**src/rtl/load_store_unit.sv**
```systemverilog
// load_store_unit -- byte-serial initiator for the core's data-memory port.
//
// Takes one load/store at a time from execute and walks it over the byte-wide
// data memory as N little-endian beats (N = 1/2/4 by mem_type). Loads are
// assembled and sign/zero-extended, stores are split into bytes. Illegal
// mem_type codes complete immediately with rsp_err and no memory traffic.
//
// Ports:
//   clk, rst_n                  clock, async active-low reset
//   req_valid/req_ready         request handshake (ready only in IDLE)
//   req_we, req_addr, req_wdata, req_mem_type   request payload
//   rsp_valid                   one-cycle completion pulse
//   rsp_rdata, rsp_err          response payload, held until next response
//   mem_addr, mem_wdata         registered beat address / store byte
//   mem_we, mem_re              registered byte strobes
//   mem_rdata                   read byte, valid the cycle after mem_re
module load_store_unit #(
  parameter int ADDR_W = 32
) (
  input  logic              clk,
  input  logic              rst_n,
  input  logic              req_valid,
  output logic              req_ready,
  input  logic              req_we,
  input  logic [ADDR_W-1:0] req_addr,
  input  logic [31:0]       req_wdata,
  input  logic [2:0]        req_mem_type,
  output logic              rsp_valid,
  output logic [31:0]       rsp_rdata,
  output logic              rsp_err,
  output logic [ADDR_W-1:0] mem_addr,
  output logic [7:0]        mem_wdata,
  output logic              mem_we,
  output logic              mem_re,
  input  logic [7:0]        mem_rdata
);

  localparam logic [2:0] MT_BS = 3'b000, MT_HS = 3'b001, MT_W = 3'b010,
                         MT_BU = 3'b100, MT_HU = 3'b110;
  localparam logic [ADDR_W-1:0] ADDR_ONE = 1;

  typedef enum logic [1:0] {IDLE, XFER, DRAIN, RESP} state_t;

  typedef struct packed {
    logic        we;
    logic [31:0] wdata;
    logic [2:0]  mtype;
    logic [1:0]  last;   // index of final beat (N-1)
  } req_t;

  state_t            state_q, state_d;
  req_t              req_q;
  logic [1:0]        beat_q, beat_d;   // beat currently on the mem_* outputs
  logic [1:0]        cap_q, cap_d;     // next assembly byte to fill
  logic [31:0]       asm_q, asm_d;
  // [0] mirrors mem_re (issue), [1] marks the cycle mem_rdata holds that byte
  logic [1:0]        vld_pipe;

  logic              accept, in_legal;
  logic [1:0]        in_last;
  logic [ADDR_W-1:0] mem_addr_d;
  logic [7:0]        mem_wdata_d;
  logic              mem_we_d, mem_re_d;
  logic [31:0]       rsp_rdata_d;
  logic              rsp_err_d;

  function automatic logic [31:0] extend(input logic [31:0] a, input logic [2:0] t);
    case (t)
      MT_BS:   return {{24{a[7]}}, a[7:0]};
      MT_BU:   return {24'h0, a[7:0]};
      MT_HS:   return {{16{a[15]}}, a[15:0]};
      MT_HU:   return {16'h0, a[15:0]};
      MT_W:    return a;
      default: return 32'h0;
    endcase
  endfunction

  assign req_ready = rst_n && (state_q == IDLE);
  assign accept    = req_valid && req_ready;

  always_comb begin
    in_legal = 1'b1;
    in_last  = 2'd0;
    case (req_mem_type)
      MT_BS, MT_BU: in_last = 2'd0;
      MT_HS, MT_HU: in_last = 2'd1;
      MT_W:         in_last = 2'd3;
      default:      in_legal = 1'b0;
    endcase
  end

  // Load bytes land one cycle behind their read strobe.
  always_comb begin
    asm_d = asm_q;
    if (vld_pipe[1]) begin
      case (cap_q)
        2'd0:    asm_d[7:0]   = mem_rdata;
        2'd1:    asm_d[15:8]  = mem_rdata;
        2'd2:    asm_d[23:16] = mem_rdata;
        default: asm_d[31:24] = mem_rdata;
      endcase
    end
  end

  // State register
  always_ff @(posedge clk or negedge rst_n) begin
    if (!rst_n) state_q <= IDLE;
    else        state_q <= state_d;
  end

  // Next state
  always_comb begin
    state_d = state_q;
    case (state_q)
      IDLE:  if (accept) state_d = in_legal ? XFER : RESP;
      XFER:  if (beat_q == req_q.last) state_d = req_q.we ? RESP : DRAIN;
      DRAIN: state_d = RESP;
      RESP:  state_d = IDLE;
      default: state_d = IDLE;
    endcase
  end

  // Outputs: next values of the registered strobes/address/response
  always_comb begin
    mem_addr_d  = mem_addr;
    mem_wdata_d = 8'h0;
    mem_we_d    = 1'b0;
    mem_re_d    = 1'b0;
    beat_d      = beat_q;
    cap_d       = vld_pipe[1] ? cap_q + 2'd1 : cap_q;
    rsp_rdata_d = rsp_rdata;
    rsp_err_d   = rsp_err;
    case (state_q)
      IDLE: if (accept && in_legal) begin
        beat_d      = 2'd0;
        cap_d       = 2'd0;
        mem_addr_d  = req_addr;
        mem_wdata_d = req_we ? req_wdata[7:0] : 8'h0;
        mem_we_d    = req_we;
        mem_re_d    = !req_we;
      end
      XFER: if (beat_q != req_q.last) begin
        beat_d      = beat_q + 2'd1;
        mem_addr_d  = mem_addr + ADDR_ONE;
        mem_wdata_d = req_q.we ? 8'(req_q.wdata >> {beat_d, 3'b000}) : 8'h0;
        mem_we_d    = req_q.we;
        mem_re_d    = !req_q.we;
      end
      default: ;
    endcase
    if (state_d == RESP) begin
      // Only an illegal request jumps straight from IDLE to RESP.
      rsp_err_d   = (state_q == IDLE);
      rsp_rdata_d = (state_q == DRAIN) ? extend(asm_d, req_q.mtype) : 32'h0;
    end
  end

  always_ff @(posedge clk or negedge rst_n) begin
    if (!rst_n) begin
      req_q     <= '0;
      beat_q    <= 2'd0;
      cap_q     <= 2'd0;
      asm_q     <= 32'h0;
      vld_pipe  <= 2'b00;
      mem_addr  <= '0;
      mem_wdata <= 8'h0;
      mem_we    <= 1'b0;
      mem_re    <= 1'b0;
      rsp_valid <= 1'b0;
      rsp_rdata <= 32'h0;
      rsp_err   <= 1'b0;
    end else begin
      if (accept)
        req_q <= '{we: req_we, wdata: req_wdata, mtype: req_mem_type, last: in_last};
      beat_q    <= beat_d;
      cap_q     <= cap_d;
      asm_q     <= asm_d;
      vld_pipe  <= {vld_pipe[0], mem_re_d};
      mem_addr  <= mem_addr_d;
      mem_wdata <= mem_wdata_d;
      mem_we    <= mem_we_d;
      mem_re    <= mem_re_d;
      rsp_valid <= (state_d == RESP);
      rsp_rdata <= rsp_rdata_d;
      rsp_err   <= rsp_err_d;
    end
  end

endmodule

```
**config.mk**
```make
export PLATFORM = sky130hd
export DESIGN_NAME = load_store_unit
export DESIGN_NICKNAME = d
export VERILOG_FILES = /design/src/rtl/load_store_unit.sv
export SDC_FILE = /design/constraint.sdc
export NUM_CORES = 1
export LEC_CHECK = 0
export ABC_CLOCK_PERIOD_IN_PS = 2340
export BUFFER_PORTS_ARGS = -buffer_cell sky130_fd_sc_hd__buf_4
export CORE_MARGIN = 2
export CORE_UTILIZATION = 55
export DETAILED_ROUTE_END_ITERATION = 7
export PLACE_DENSITY = 0.81
export SYNTH_ARGS = -nofsm -noshare
export SYNTH_HDL_FRONTEND = slang
export SYNTH_SLANG_ARGS = --single-unit
```
**constraint.sdc**
```tcl
create_clock -name clk -period 2.34 [get_ports clk]
set_input_delay 0.117 -clock clk [delete_from_list [all_inputs] [get_ports clk]]
set_output_delay 0.117 -clock clk [all_outputs]
set_load 0.02 [all_outputs]
```
* Word level (Yosys, flattened, before mapping) *
Cells that the tools add are included.

operators by class
  add/subtract/negate cells = 3
  equal/unequal tests = 18
  mux-type cells = 34
  shift-type cells = 1
  reduce and logical (&&, ||, !) cells = 14

operators by type and width
  operator                                                          number
  32-bit case mux with 5 select lines                               1
  32-bit two-way mux                                                4
  8-bit two-way mux                                                 8
  32-bit case mux with 2 select lines                               1
  32-bit by 1-bit adder with 32-bit output (second input constant)  1
  32-bit by 5-bit right shift with 8-bit output                     1
  2-bit two-way mux                                                 8
  8-bit case mux with 2 select lines                                1
  3-bit == test (second input constant)                             4
  2-bit == test (second input constant)                             4
  2-bit case mux with 2 select lines                                2
  2-bit case mux with 4 select lines                                1
  3-bit by 1-bit == test with 1-bit output (second input constant)  2
  3-bit by 2-bit == test with 1-bit output (second input constant)  2
  3-bit zero test                                                   2
  1-bit two-way mux                                                 6
  5-bit OR reduction                                                1
  2-bit by 1-bit adder with 2-bit output (second input constant)    2
  2-bit by 1-bit == test with 1-bit output (second input constant)  2
  2-bit zero test                                                   2
  1-bit case mux with 2 select lines                                2
  1-bit logical AND                                                 3
  3-bit AND reduction                                               1
  3-bit OR reduction                                                1
  other kinds (7)                                                   8

storage, ports and cells
  output and inout port bits = 77
  bits in registers = 154
  word-level logic and storage cells = 86
  bits of input ports = 79

* Logic depth before layout (Yosys ltp) *
Gate-level depths: netlist of the first run.

  word-level depth = 7
  gate-level depth with buffers = 8
  depth with buffers taken out = 7

* Worst setup path after synthesis of the first run *
No wires, ideal clock.

  path kind = register to register
  from = register state_q[1]
  to = register rsp_rdata[24]
  arrival time = 2.003 ns
  library setup time = 0.146 ns
  setup slack = 0.191 ns
  data required time = 2.194 ns
  stages on the path, launching flop included = 8
  clock period less this slack = 2.149 ns
  path buffers = 1
  path through = dfrtp_1 -> nor3b_1 -> nand2_1 -> o21ai_1 -> a31oi_2 -> inv_2 -> buf_2 -> o221ai_1

between the ends
  cells in the longest elaborated chain, start to end = 6
  elaborated cells on any way between the ends = 11
  classes of those cells = eq/ne (4); mux (4); reduce/logical (3)

RTL lines
  what                                line  RTL
  start, declared                     51    state_t state_q, state_d;
  start signal, assigned              108   else state_q <= state_d;
  2-bit zero test                     78    assign req_ready = rst_n && (state_q == IDLE);
  1-bit logical AND                   78
  net req_ready                       23    output logic req_ready,
  1-bit logical AND                   79    assign accept = req_valid && req_ready;
  2-bit two-way mux                   115   IDLE: if (accept) state_d = in_legal ? XFER : RESP;
  2-bit case mux with 4 select lines  114   case (state_q)
  2-bit == test                       151   if (state_d == RESP) begin
  end signal, assigned                184   rsp_rdata <= rsp_rdata_d;
  end, declared                       29    output logic [31:0] rsp_rdata,

The timed path passes the listed nets, and every way through them passes these cells.
A chain may end at the register's enable or synchronous reset.

* Final worst setup path of the first run *
  from = register mem_addr[0]
  to = register mem_addr[30]

between the ends
  cells in the longest elaborated chain, start to end = 3

RTL lines
  what                                      line  RTL
  start, declared                           31    output logic [ADDR_W-1:0] mem_addr,
  start signal, assigned                    179   mem_addr <= mem_addr_d;
  32-bit by 1-bit adder with 32-bit output  144   mem_addr_d = mem_addr + ADDR_ONE;
  32-bit two-way mux                        142   XFER: if (beat_q != req_q.last) begin
  32-bit case mux with 2 select lines       133   case (state_q)

No other way between the ends. The select of a mux whose other input is x is not followed.

==> results of run 1 <==
==> layout by cell type, fill, tap and decap left out, types with 6 or more instances in the layout <==
| cell type | count |
|---|---|
| sky130_fd_sc_hd__buf_4 | 177 |
| sky130_fd_sc_hd__dfrtp_1 | 153 |
| sky130_fd_sc_hd__nand2_1 | 139 |
| sky130_fd_sc_hd__dlygate4sd3_1 | 51 |
| sky130_fd_sc_hd__inv_1 | 47 |
| sky130_fd_sc_hd__a21oi_1 | 34 |
| sky130_fd_sc_hd__mux2i_1 | 33 |
| sky130_fd_sc_hd__o21ai_0 | 31 |
| sky130_fd_sc_hd__nor2_1 | 26 |
| sky130_fd_sc_hd__nand3_1 | 17 |
| sky130_fd_sc_hd__o221ai_1 | 17 |
| sky130_fd_sc_hd__clkbuf_16 | 17 |
| sky130_fd_sc_hd__a22o_1 | 16 |
| sky130_fd_sc_hd__nor3_1 | 13 |
| sky130_fd_sc_hd__o22ai_1 | 11 |
| sky130_fd_sc_hd__nand4_1 | 11 |
| sky130_fd_sc_hd__mux2_2 | 8 |
| sky130_fd_sc_hd__mux4_2 | 8 |
| sky130_fd_sc_hd__a32o_1 | 8 |
| sky130_fd_sc_hd__a31oi_1 | 6 |
==> sequential cells by signal, summed over array words and instances, names as in the netlist <==
signal / count
asm_q: 32
beat_q: 2
cap_q: 2
mem_addr: 32
mem_wdata: 8
mem_we: 1
req_q: 38
rsp_err: 1
rsp_rdata: 32
rsp_valid: 1
state_q: 2
vld_pipe: 2
==> logic make-up (layout without fill, tap and decap cells) <==
family / count (synthesis) / in the layout / share of synthesized area
AND/OR/NAND/NOR: 253 / 253 / 0.1723
AO/OA/AOI/OAI: 156 / 156 / 0.1482
flip-flops: 153 / 153 / 0.5315
buffers and inverters: 88 / 310 / 0.05228
multiplexers: 49 / 49 / 0.08338
adder cells (fa/ha/maj): 5 / 5 / 0.008685
XOR/XNOR: 3 / 3 / 0.003648
other: 0 / 2 / 0
==> routing by layer <==
layer | GRT usage | wire, um
met2 | 0.5213 | 10700
met4 | 0.1250 | 647
met5 | 0 | 0
met3 | 0.05261 | 1327
met1 | 0.3691 | 8116
==> power groups by stage <==
| stage | combinational (mW) | clock [mW] | sequential [mW] |
|---|---|---|---|
| final | 5.78 | 2.74 | 4.82 |
| after global routing | 6.29 | 2.88 | 4.95 |
| after CTS | 5.72 | 2.75 | 4.77 |
| after detailed placement | 5.59 | 0 | 4.79 |
| after global placement | 5.41 | 0 | 4.71 |
| after floorplan | 3.24 | 0 | 5.05 |
==> layout make-up <==
type | count | share of cell area
Multi-Input combinational cell | 466 | 0.3115
Clock inverter | 13 | 0.01469
Inverter | 48 | 0.01856
Sequential cell | 153 | 0.3943
Timing Repair Buffer | 230 | 0.1927
Tap cell | 172 | 0.02216
Antenna cell | 2 | 0.0005155
Clock buffer | 19 | 0.04562
==> timing repair <==
| action | in CTS | in global routing |
|---|---|---|
| setup endpoints to repair | 1 | 1 |
| cloned | 0 | 0 |
| hold buffers | 51 | 0 |
| endpoints found under the hold margin | 146 | 0 |
| pin swaps | 0 | 1 |
| gates resized for setup | 1 | 0 |
==> stage by stage <==
step / std cells / utilization
6_report: 1103 / 0.7632
3_3_place_gp: 1018 / 0.6759
2_1_floorplan: 707 / -
3_5_place_dp: 1018 / 0.6759
5_1_grt: 1103 / 0.7632
4_1_cts: 1101 / 0.7628
==> worst paths after layout <==
kind                                  to  cells after the start
max reg2reg                 mem_addr[30]                      6
min in group asynchronous     state_q[0]                      2
min reg2reg                  vld_pipe[1]                      0
max in group asynchronous  rsp_rdata[23]                      3
max                         mem_addr[30]                      6
min                         mem_addr[22]                      3
==> worst min-delay path: stages <==
cell and delay, ns:
sky130_fd_sc_hd__buf_4 0.09, sky130_fd_sc_hd__a32oi_1 0.05, sky130_fd_sc_hd__o21ai_0 0.14
==> reports/summary.md, run 1 <==
The flow ran to the end, and the final reports show no timing, DRC or antenna violations. Number of endpoints with negative hold slack in the final report: 0. The data arrival at the endpoint of the critical path is 2.54 ns, and the buffering stage count on the worst path with inverters included is 0. The number of global-route vias before repair is 6494. The tree is rooted in a sky130_fd_sc_hd__clkbuf_16. The number of endpoints failing setup at the final stage was 0; the power density over cell area was 1374 mW/mm2. Yosys mapped a number of flops with a built-in enable equal to 0. Share of total power in sequential cells: 0.361.

The worst register-to-register path begins at mem_addr[0]. The tools report the maximum count of clock buffers along a single path as 2. The DRC violation count after routing is 0.

Internal power comes to 7.827 mW. The run gives 0.433 as the combinational cell fraction of total power. The pin slew with the least headroom to its limit was 0.9691 ns. The clock network fraction of design power is 0.206.

The path class of the tightest hold or removal check is input port to register. In the post-route analysis, the smallest setup slack over all paths is 0.1600 ns. The placed instances occupy a cell area of 0.008600 mm2. Setup total negative slack on the finished layout was measured at 0 ns. Largest net degree at the start of global routing: 81. The internal reg-to-reg setup slack was 0.16 ns. The kind of end point of the critical path is a register. TritonCTS built the clock tree.

The tools report the element type at the critical path start as a register. The clock-pin slew of the registers on the worst-case setup and hold paths is 0.07 ns. By area the synthesized netlist is led by sky130_fd_sc_hd__dfrtp_1, sky130_fd_sc_hd__nand2_1, sky130_fd_sc_hd__mux2i_1. The launching element of the worst setup path is mem_addr[0]. The clock drives 153 sinks.

The number of setup buffers added after CTS is 0. Share of the clock period used by the worst path after layout: 0.9316. For the worst setup path, the data required time is 2.70 ns.

The worst hold path begins at req_addr[22]. The synthesized design contains 153 register bits. The die outline area was 0.01403 mm2; the H-tree depth reported by CTS was 4. The critical path is of the register to register type. The signal on the critical path passes through ha_1 -> nand4_1 -> nor4_4 -> nand4_1 -> o31ai_1 -> a21bo_2.

The Yosys step of the flow raised 0 warnings. Measured along the x axis, the die boundary spans 118.4 um. The proportion of register bits with asynchronous set or reset after synthesis is 1.000, and the placement row count is 41. The highest clock rate is 0.4587 GHz, and the worst hold slack is 0.01130 ns. sky130_fd_sc_hd__dfrtp_1 takes more of the synthesized area than any other cell.

Prior to clock tree synthesis, the placed netlist has a worst setup slack of 0.02932 ns. The area added between synthesis and finish works out to 34.79%. The number of maximum-capacitance violations is 0, and the final number of max-transition violations is 0. Ranked by instance count, the synthesized netlist is headed by sky130_fd_sc_hd__dfrtp_1, sky130_fd_sc_hd__nand2_1, sky130_fd_sc_hd__inv_1.

Pin placement for this block handled 156 I/O pins. The y dimension of the die is 118.4 um. The final route contains 6512 vias. The tools report the clock latency at the later pin of the worst-skew pair as 0.42 ns.

The first global-routing pass estimated 33.38 mm of wire. The number of clock buffers added by TritonCTS is 17. On the worst path, the slowest cell contributes a delay of 0.51 ns. The routed design could run at a clock period as short as 2.180 ns. On the final layout, the worst clock skew is 0.01084 ns. Weighted congestion reported at the end of routability-driven placement: 0.8471.

The share of cells above drive strength 1 was 0.2691. The final instance area was 0.009709 mm2; the total grt overflow was 0. Detailed placement ended at an HPWL of 13.25 mm.

The logs give 2 for the number of antenna violations at the first check in global routing and 791 for the post-synthesis net count. After floorplanning, the core was sized to cover 0.01272 mm2. The proportion of total power due to net switching is 0.4132, and the mean instance size in the synthesized netlist is 10.19 um2. Wires add up to 20.79 mm.

Master of the slowest instance on the critical path: sky130_fd_sc_hd__nor4_4. After filler insertion, the fill cell instance count of the layout stands at 874. The synthesized netlist contains 65 unique library cells.

The effective utilization at floorplan was 0.5662; the sequential share of the synthesized area was 0.5315. The first routing iteration left 816 violations. The worst-path maximum fanout works out to 7.

The normalized max-slew margin is 0.3540. In this run the static leakage power is 4.805 nW. Number of buffers inserted by port buffering: 155. The area of the mapped netlist was 0.007203 mm2; the final net count was 1000. In the post-synthesis netlist, the cell with the most instances is sky130_fd_sc_hd__dfrtp_1. The overall global routing resource usage was 0.2997. Power comes to 13.34 mW. The detailed-route wire length per cell came out at 18.85 um. For this run, the leading register cell type out of synthesis is sky130_fd_sc_hd__dfrtp_1.

The remaining antenna violation count is 0, and the number of standard cells after synthesis is 707. Library cell appearing most often on the critical path: sky130_fd_sc_hd__nand4_1. Share of Yosys cell area claimed by the top area cell type: 0.5315. The first-pass detailed-route iteration total is 6. In the final layout, flip-flops and latches occupy 0.003829 mm2.

The critical path's top delay family was simple AND/OR/NAND/NOR gates. In the final layout, the multi-input gates occupy 0.003024 mm2. After detailed routing, the number of vias per cell comes to 5.904. Setup repair after global routing left no endpoint under its margin. The analysis attributes to net switching a power of 5.512 mW. Across the VDD grid, the largest voltage drop is 0.0006825 V.
No activity file was read; power rests on OpenSTA's default activity.
==> run 2: changes to the inputs <==
CAP_MARGIN = 25   (was not set)
CORE_MARGIN = 4   (was 2)
==> run 2 against run 1 <==
Largest power group unchanged. Die area rose by 6.9%. Sequential power hardly changed. Largest cell class unchanged. Critical path depth unchanged.
==> reports/summary.md, run 2 (synthesis results as in run 1) <==
The flow ran to the end, and the final reports show no timing, DRC or antenna violations. The proportion of total power due to net switching is 0.4042 (-0.009027). The tools report the largest net degree at the start of global routing as 84 (+3.7%). Number of instances in the placed design: 1014 (-0.39%).

The H-tree depth reported by CTS came out at 4 (unchanged). The number of global-route vias before repair is 6408 (-1.3%), and the number of non-filler instances in the completed layout is 1101 (-0.18%). For the final-layout setup total negative slack, the log shows 0 ns (unchanged).

The tools report the cell leakage power as 4.851 nW (+0.94%). The DRC violation count after routing came out at 0 (unchanged). Data arrival at the endpoint of the critical path: 2.50 ns (-0.04 ns). The final net count is 1001 (+0.10%), and the worst-path maximum fanout is 7 (unchanged).

The tools report the number of endpoints with negative hold slack in the final report as 0 (unchanged). Counting flops per register, the top entry is req_q. Effective utilization at floorplan: 0.5662 (unchanged). The number of maximum-capacitance violations is 0 (unchanged), and the total grt overflow is 0 (unchanged).

The normalized max-slew margin was 0.4694 (+0.1155); the maximum count of clock buffers along a single path was 2 (unchanged). The pin slew with the least headroom to its limit is 0.7950 ns (-0.1740 ns). The class of the tightest hold or removal check is input port to register. The switching power total was 5.439 mW (-1.3%).

The flip-flop count of the largest register after layout came out at 38 (unchanged). The number of endpoints failing setup at the final stage is 0 (unchanged), and the y dimension of the die is 122.4 um (+3.4%). For the clock latency at the later pin of the worst-skew pair, the log shows 0.43 ns (about the same). The share of the clock period used by the worst path after layout came out at 0.9211 (-0.01051). The tree is rooted in a sky130_fd_sc_hd__clkbuf_16.

The first-pass detailed-route iteration total is 5 (-1). The worst setup skew after layout was 0.006752 ns (-0.004086 ns); the first-pass GRT wire length was 32.86 mm (-1.6%). Kind of end point of the critical path: a register. Clock-pin slew of the registers on the worst-case setup and hold paths: 0.06 ns (about the same). The share of cells above drive strength 1 was 0.2680 (-0.001076); the antenna diode count was 0 (-2). The die outline area was 0.01499 mm2 (+6.9%). TritonCTS built the clock tree.

Placement row count: 41 (unchanged). The logs give 735 (-9.9%) for the number of DRC violations after detailed-routing iteration 0 and 156 (unchanged) for the boundary pin count. The highest clock rate was 0.4640 GHz (+1.1%); the number of buffers inserted by port buffering was 155 (unchanged). The remaining antenna violation count came out at 0 (unchanged). Setup repair after global routing left no endpoint under its margin. The area growth from synthesis to layout is 35.82%. For the number of antenna violations at the first check in global routing, the log shows 0 (-2). The total vias in the final route was 6556 (+0.68%). The run gives 8.017 mW (+2.4%) as the cell-internal power. The width of the chip was 122.4 um (+3.4%); the clock sink total was 153 (unchanged).

The total wire length after detailed routing is 20.81 mm (about the same). The detailed-route wire length per cell is 18.90 um (+0.26%). The power density over cell area came out at 1375 mW/mm2 (+0.12%).

Final critical path time including I/O delays and setup: 2.155 ns (-0.02460 ns). The run gives 2.69 ns (about the same) as the endpoint required time on the critical path. The logs give 0.426 (-0.007) for the combinational cell fraction of total power and 13.41 mm (+1.2%) for the placed wire-length estimate.

The tools report the count of fill cells added during filler insertion as 823 (-5.8%). The logs give 0 (unchanged) for the final number of max-transition violations and 0.0007848 V (+15%) for the largest voltage drop on the vdd net. The top cell types in the final layout, fill and taps aside, are sky130_fd_sc_hd__buf_4, sky130_fd_sc_hd__dfrtp_1, sky130_fd_sc_hd__nand2_1. The setup path with the least slack is of type register to register. The average vias per placed instance came out at 5.955 (+0.86%). For the overall global routing resource usage, the log shows 0.2821 (-0.01764). CTS buffer count: 17 (unchanged). The element type at the critical path start was a register. The placeable core area was 0.01272 mm2 (unchanged); the clock network fraction of design power was 0.217 (+0.011). The weighted congestion reported at the end of routability-driven placement was 0.9093 (+7.3%). The library cell used most frequently in the layout, excluding fill and tap cells, is sky130_fd_sc_hd__buf_4. The run gives 0.358 (-0.003) as the share of total power in sequential cells. For the worst hold slack, the log shows 0.007059 ns (-0.004240 ns).
==> run 2: cell count changes in the layout (fill, tap and decap cells not counted), moves of 2 or more <==
cell | previous run | this run
sky130_fd_sc_hd__diode_2 | 2 | 0
sky130_fd_sc_hd__buf_16 | 0 | 2
sky130_fd_sc_hd__bufinv_16 | 2 | 4
sky130_fd_sc_hd__clkinvlp_4 | 5 | 3
sky130_fd_sc_hd__inv_6 | 4 | 1
==> run 2: power by group through the flow <==
stage	Combinational (mW)	Clock (mW)	Sequential (mW)
5_1_grt	6.22	3.06	4.93
3_5_place_dp	5.54	0	4.79
3_3_place_gp	5.35	0	4.70
2_1_floorplan	3.24	0	5.05
4_1_cts	5.66	2.94	4.77
6_report	5.73	2.92	4.81
==> run 2: layout make-up <==
class	count	area [um2]	share of cell area
Clock buffer	20	456.7	0.04668
Clock inverter	11	170.2	0.01739
Inverter	48	180.2	0.01842
Multi-Input combinational cell	466	3024	0.3091
Sequential cell	153	3829	0.3914
Tap cell	172	215.2	0.02200
Timing Repair Buffer	231	1908	0.1950
==> run 2: worst max-delay path, stage by stage (launching register included) <==
cell and delay, ns:
sky130_fd_sc_hd__dfrtp_1 0.45, sky130_fd_sc_hd__ha_1 0.27, sky130_fd_sc_hd__nand4_1 0.30, sky130_fd_sc_hd__nor3_1 0.50
sky130_fd_sc_hd__nand4_1 0.20, sky130_fd_sc_hd__a21oi_1 0.19, sky130_fd_sc_hd__a2bb2oi_1 0.17
==> run 2: timing repair <==
action	in CTS	in global routing
endpoints found under the hold margin	91	0
resized for setup	0	1
hold buffers	52	0
endpoints found under the setup margin	0	20
setup buffers	0	2
==> run 2: through the flow <==
| step | area (um2) | setup slack (ns) | util | power, mW |
|---|---|---|---|---|
| floorplan | 7203 | 0.1911 | - | 8.290 |
| global placement | 8557 | 0.1800 | 0.6726 | 10.05 |
| detailed placement | 8557 | 0.05946 | 0.6726 | 10.33 |
| CTS | 9704 | 0.03182 | 0.7628 | 13.36 |
| global route | 9783 | 0.02117 | 0.7690 | 14.22 |
| finish | 9783 | 0.1846 | 0.7690 | 13.46 |
==> run 2: final timing paths <==
check	start	endpoint	slack [ns]	depth (start not counted)
max in group asynchronous	rst_n	asm_q[3]	0.72	5
max reg2reg	mem_addr[0]	mem_addr[14]	0.18	6
max	mem_addr[0]	mem_addr[14]	0.18	6
min reg2reg	vld_pipe[0]	vld_pipe[1]	0.38	0
min	mem_rdata[7]	asm_q[15]	0.007	3
min in group asynchronous	rst_n	req_q[29]	0.45	3
==> run 2: metal layers <==
metal,wire (um),global-route usage,vias up
met5,0,0,-
met4,522,0.1106,0
met3,1306,0.05806,58
met2,10930,0.4864,317
met1,8047,0.3493,3233
li1,-,-,2948
==> run 3: changes to the inputs <==
ABC_CLOCK_PERIOD_IN_PS = 2000   (was 2340)
clock period = 2 ns   (was 2.34 ns; I/O delays follow)
==> run 3 against run 2 <==
Non-clock buffer count increased by 21. Via count increased by 2.1%. Register-to-register slack got worse by 0.13 ns. Critical path depth decreased by 1. Worst setup slack got worse by 0.13 ns. Count of clock-buffer cells in the layout increased by 3. Wire length increased by 2.1%. First-iteration DRC count decreased by 25%. Sequential cell count unchanged. Critical endpoint is now mem_addr[30]. Largest cell class unchanged.
==> reports/summary.md, run 3 (synthesis results as in run 1) <==
The overall global routing resource usage came out at 0.2928 (+0.01077). For the final net count, the log shows 1022 (+2.1%). The run gives 0 (unchanged) as the remaining antenna violation count. The tightest min-delay check is of the input port to register type. The tools report the boundary pin count as 156 (unchanged).

Number of buffers inserted by port buffering: 155 (unchanged). The clock latency at the later pin of the worst-skew pair came out at 0.42 ns (about the same). The run gives 34.00 mm (+3.4%) as the first-pass GRT wire length. The width of the chip was 122.4 um (unchanged); the worst-path maximum fanout was 6 (-1). The clock root buffer is sky130_fd_sc_hd__clkbuf_16. Element type at the critical path start: a register. CTS buffer count: 17 (unchanged). The critical path goes through and4_2 -> nand3_1 -> o41ai_1 -> o31ai_1 -> a21bo_2. The detailed-route wire length per cell was 18.92 um (+0.10%); the H-tree depth reported by CTS was 4 (unchanged). The pin slew with the least headroom to its limit works out to 0.7221 ns (-0.07289 ns).

The placed wire-length estimate was 13.97 mm (+4.2%); the area added between synthesis and finish was 37.81%. The DRC violation count after routing was 0 (unchanged). The clock-pin slew of the registers on the worst-case setup and hold paths was 0.06 ns (about the same). The final number of max-transition violations came out at 0 (unchanged). The y dimension of the die came out at 122.4 um (unchanged). Critical path start-end classification: register to register. The largest net degree at the start of global routing was 143 (+70%); the final critical path time including I/O delays and setup was 1.950 ns (-0.2055 ns). The share of the clock period used by the worst path after layout was 0.9749 (+0.05382); the count of fill cells added during filler insertion was 836 (+1.6%). The worst hold slack is 0.01674 ns (+0.009681 ns), and the total wire length after detailed routing is 21.24 mm (+2.1%).

The worst stage delay on the critical path is 0.48 ns (-0.02 ns), and the multi-input logic area is 0.003040 mm2 (+0.54%). For the effective utilization at floorplan, the log shows 0.5662 (unchanged). In the layout the commonest cells are sky130_fd_sc_hd__buf_4, sky130_fd_sc_hd__dfrtp_1, sky130_fd_sc_hd__nand2_1. The tools report the worst setup skew after layout as 0.01053 ns (+0.003775 ns). The number of global-route vias before repair was 6778 (+5.8%); the placement row count was 41 (unchanged).

The logs give 0 (unchanged) for the total grt overflow and 4.927 nW (+1.6%) for the cell leakage power. Area used by sequential logic in the layout: 0.003834 mm2 (+0.13%). The average vias per placed instance is 5.961 (+0.10%), and the power density over cell area is 1590 mW/mm2 (+16%). The flip-flop count of the largest register after layout is 38 (unchanged). The placeable core area was 0.01272 mm2 (unchanged). The run gives 0 (unchanged) as the number of maximum-capacitance violations. The buffering stage count on the worst path with inverters included was 0 (unchanged). TritonCTS built the clock tree.

The run gives 0.9440 (+3.8%) as the weighted congestion reported at the end of routability-driven placement. For the die outline area, the log shows 0.01499 mm2 (unchanged). The register with the most flip-flops in the final layout is req_q.

For the number of antenna violations at the first check in global routing, the log shows 1 (+1). The master of the slowest instance on the critical path was sky130_fd_sc_hd__dfrtp_1. Among cell families on the critical path, the largest total delay comes from compound AO/OA/AOI/OAI gates. The run gives 0 ns (unchanged) as the final-layout setup total negative slack. The run gives 0.0008581 V (+9.3%) as the largest voltage drop on the vdd net. The most common cell after layout, fill and taps aside was sky130_fd_sc_hd__buf_4.

The total vias in the final route was 6694 (+2.1%). The run gives 0.5129 GHz (+11%) as the highest clock rate. The run gives 2 (unchanged) as the maximum count of clock buffers along a single path. The logs give 0.5186 (+0.04917) for the normalized max-slew margin and 2.31 ns (-0.38 ns) for the endpoint required time on the critical path. The logs give 153 (unchanged) for the clock sink total and 5 (unchanged) for the first-pass detailed-route iteration total. The run finished with clean final reports. The data arrival at the endpoint of the critical path came out at 2.26 ns (-0.24 ns). The worst setup path is captured at a register. The tools report the number of endpoints failing setup at the final stage as 0 (unchanged). The share of cells above drive strength 1 came out at 0.2832 (+0.01513). Number of DRC violations after detailed-routing iteration 0: 550 (-25%). The run gives 0 (unchanged) as the number of endpoints with negative hold slack in the final report. Setup repair after global routing left no endpoint under its margin.
## run 3: cell types whose count changed in the layout (fill, tap and decap cells not counted), sizes merged
cell and delta:
buf +15, dlygate4sd3 +6, clkbuf +3, bufinv -2, clkinv +2, clkinvlp -2, diode +1, inv -1
## run 3: worst paths after layout
check | start | to | slack [ns] | depth (start not counted)
worst max-delay path | mem_addr[22] | mem_addr[30] | 0.05 | 5
worst min-delay path | req_addr[5] | mem_addr[5] | 0.02 | 3
worst max register to register | mem_addr[22] | mem_addr[30] | 0.05 | 5
worst min register to register | vld_pipe[0] | vld_pipe[1] | 0.39 | 0
max in group asynchronous | rst_n | mem_addr[4] | 0.95 | 3
min in group asynchronous | rst_n | mem_addr[22] | 0.07 | 2
## run 3: power by group
group / internal, mW / leakage, nW / switching, mW
Sequential: 4.45 / 1.88 / 1.07
Clock: 1.89 / 0.277 / 1.21
Combinational: 3.02 / 2.77 / 4.14
## run 3: worst min-delay path, delay by kind of cell
kind / cells / cell delay [ns]
AO/OA/AOI/OAI: 2 / 0.21
buffers and inverters: 1 / 0.08
## run 3: cell type report
class                   instances  area share
inverters                      48     0.01815
clock inverters                 8    0.009705
well taps                     172     0.02168
multi-input cells             466      0.3063
flip-flops and latches        153      0.3862
diodes                          1   0.0002521
repair buffers                252      0.2106
clock buffers                  23     0.04714
## run 3: through the flow
| step | area, um2 | power [mW] | util | instances | setup WS [ns] |
|---|---|---|---|---|---|
| after floorplan | 7208 | 9.705 | - | 707 | 0.01504 |
| after global placement | 8760 | 12.10 | 0.6885 | 1033 | 0.1370 |
| after detailed placement | 8760 | 12.44 | 0.6885 | 1033 | 0.03982 |
| after CTS | 9905 | 15.66 | 0.7785 | 1122 | 0.03197 |
| after global routing | 9927 | 16.72 | 0.7803 | 1123 | 0.001004 |
| final | 9927 | 15.78 | 0.7803 | 1123 | 0.05015 |
## run 3: layer usage
metal | GRT usage | wire (um) | vias to the layer above | share of wire
met4 | 0.1484 | 896 | 0 | 0.042
li1 | - | - | 2981 | -
met5 | 0 | 0 | - | 0
met2 | 0.4902 | 10710 | 404 | 0.50
met3 | 0.06037 | 1677 | 86 | 0.079
met1 | 0.3611 | 7960 | 3223 | 0.37
## run 3: repair_timing
action,in CTS,in global routing
hold buffers,58,0
setup endpoints to repair,0,11
resized for setup,0,8
buffers inserted,0,0
endpoints found under the hold margin,243,0
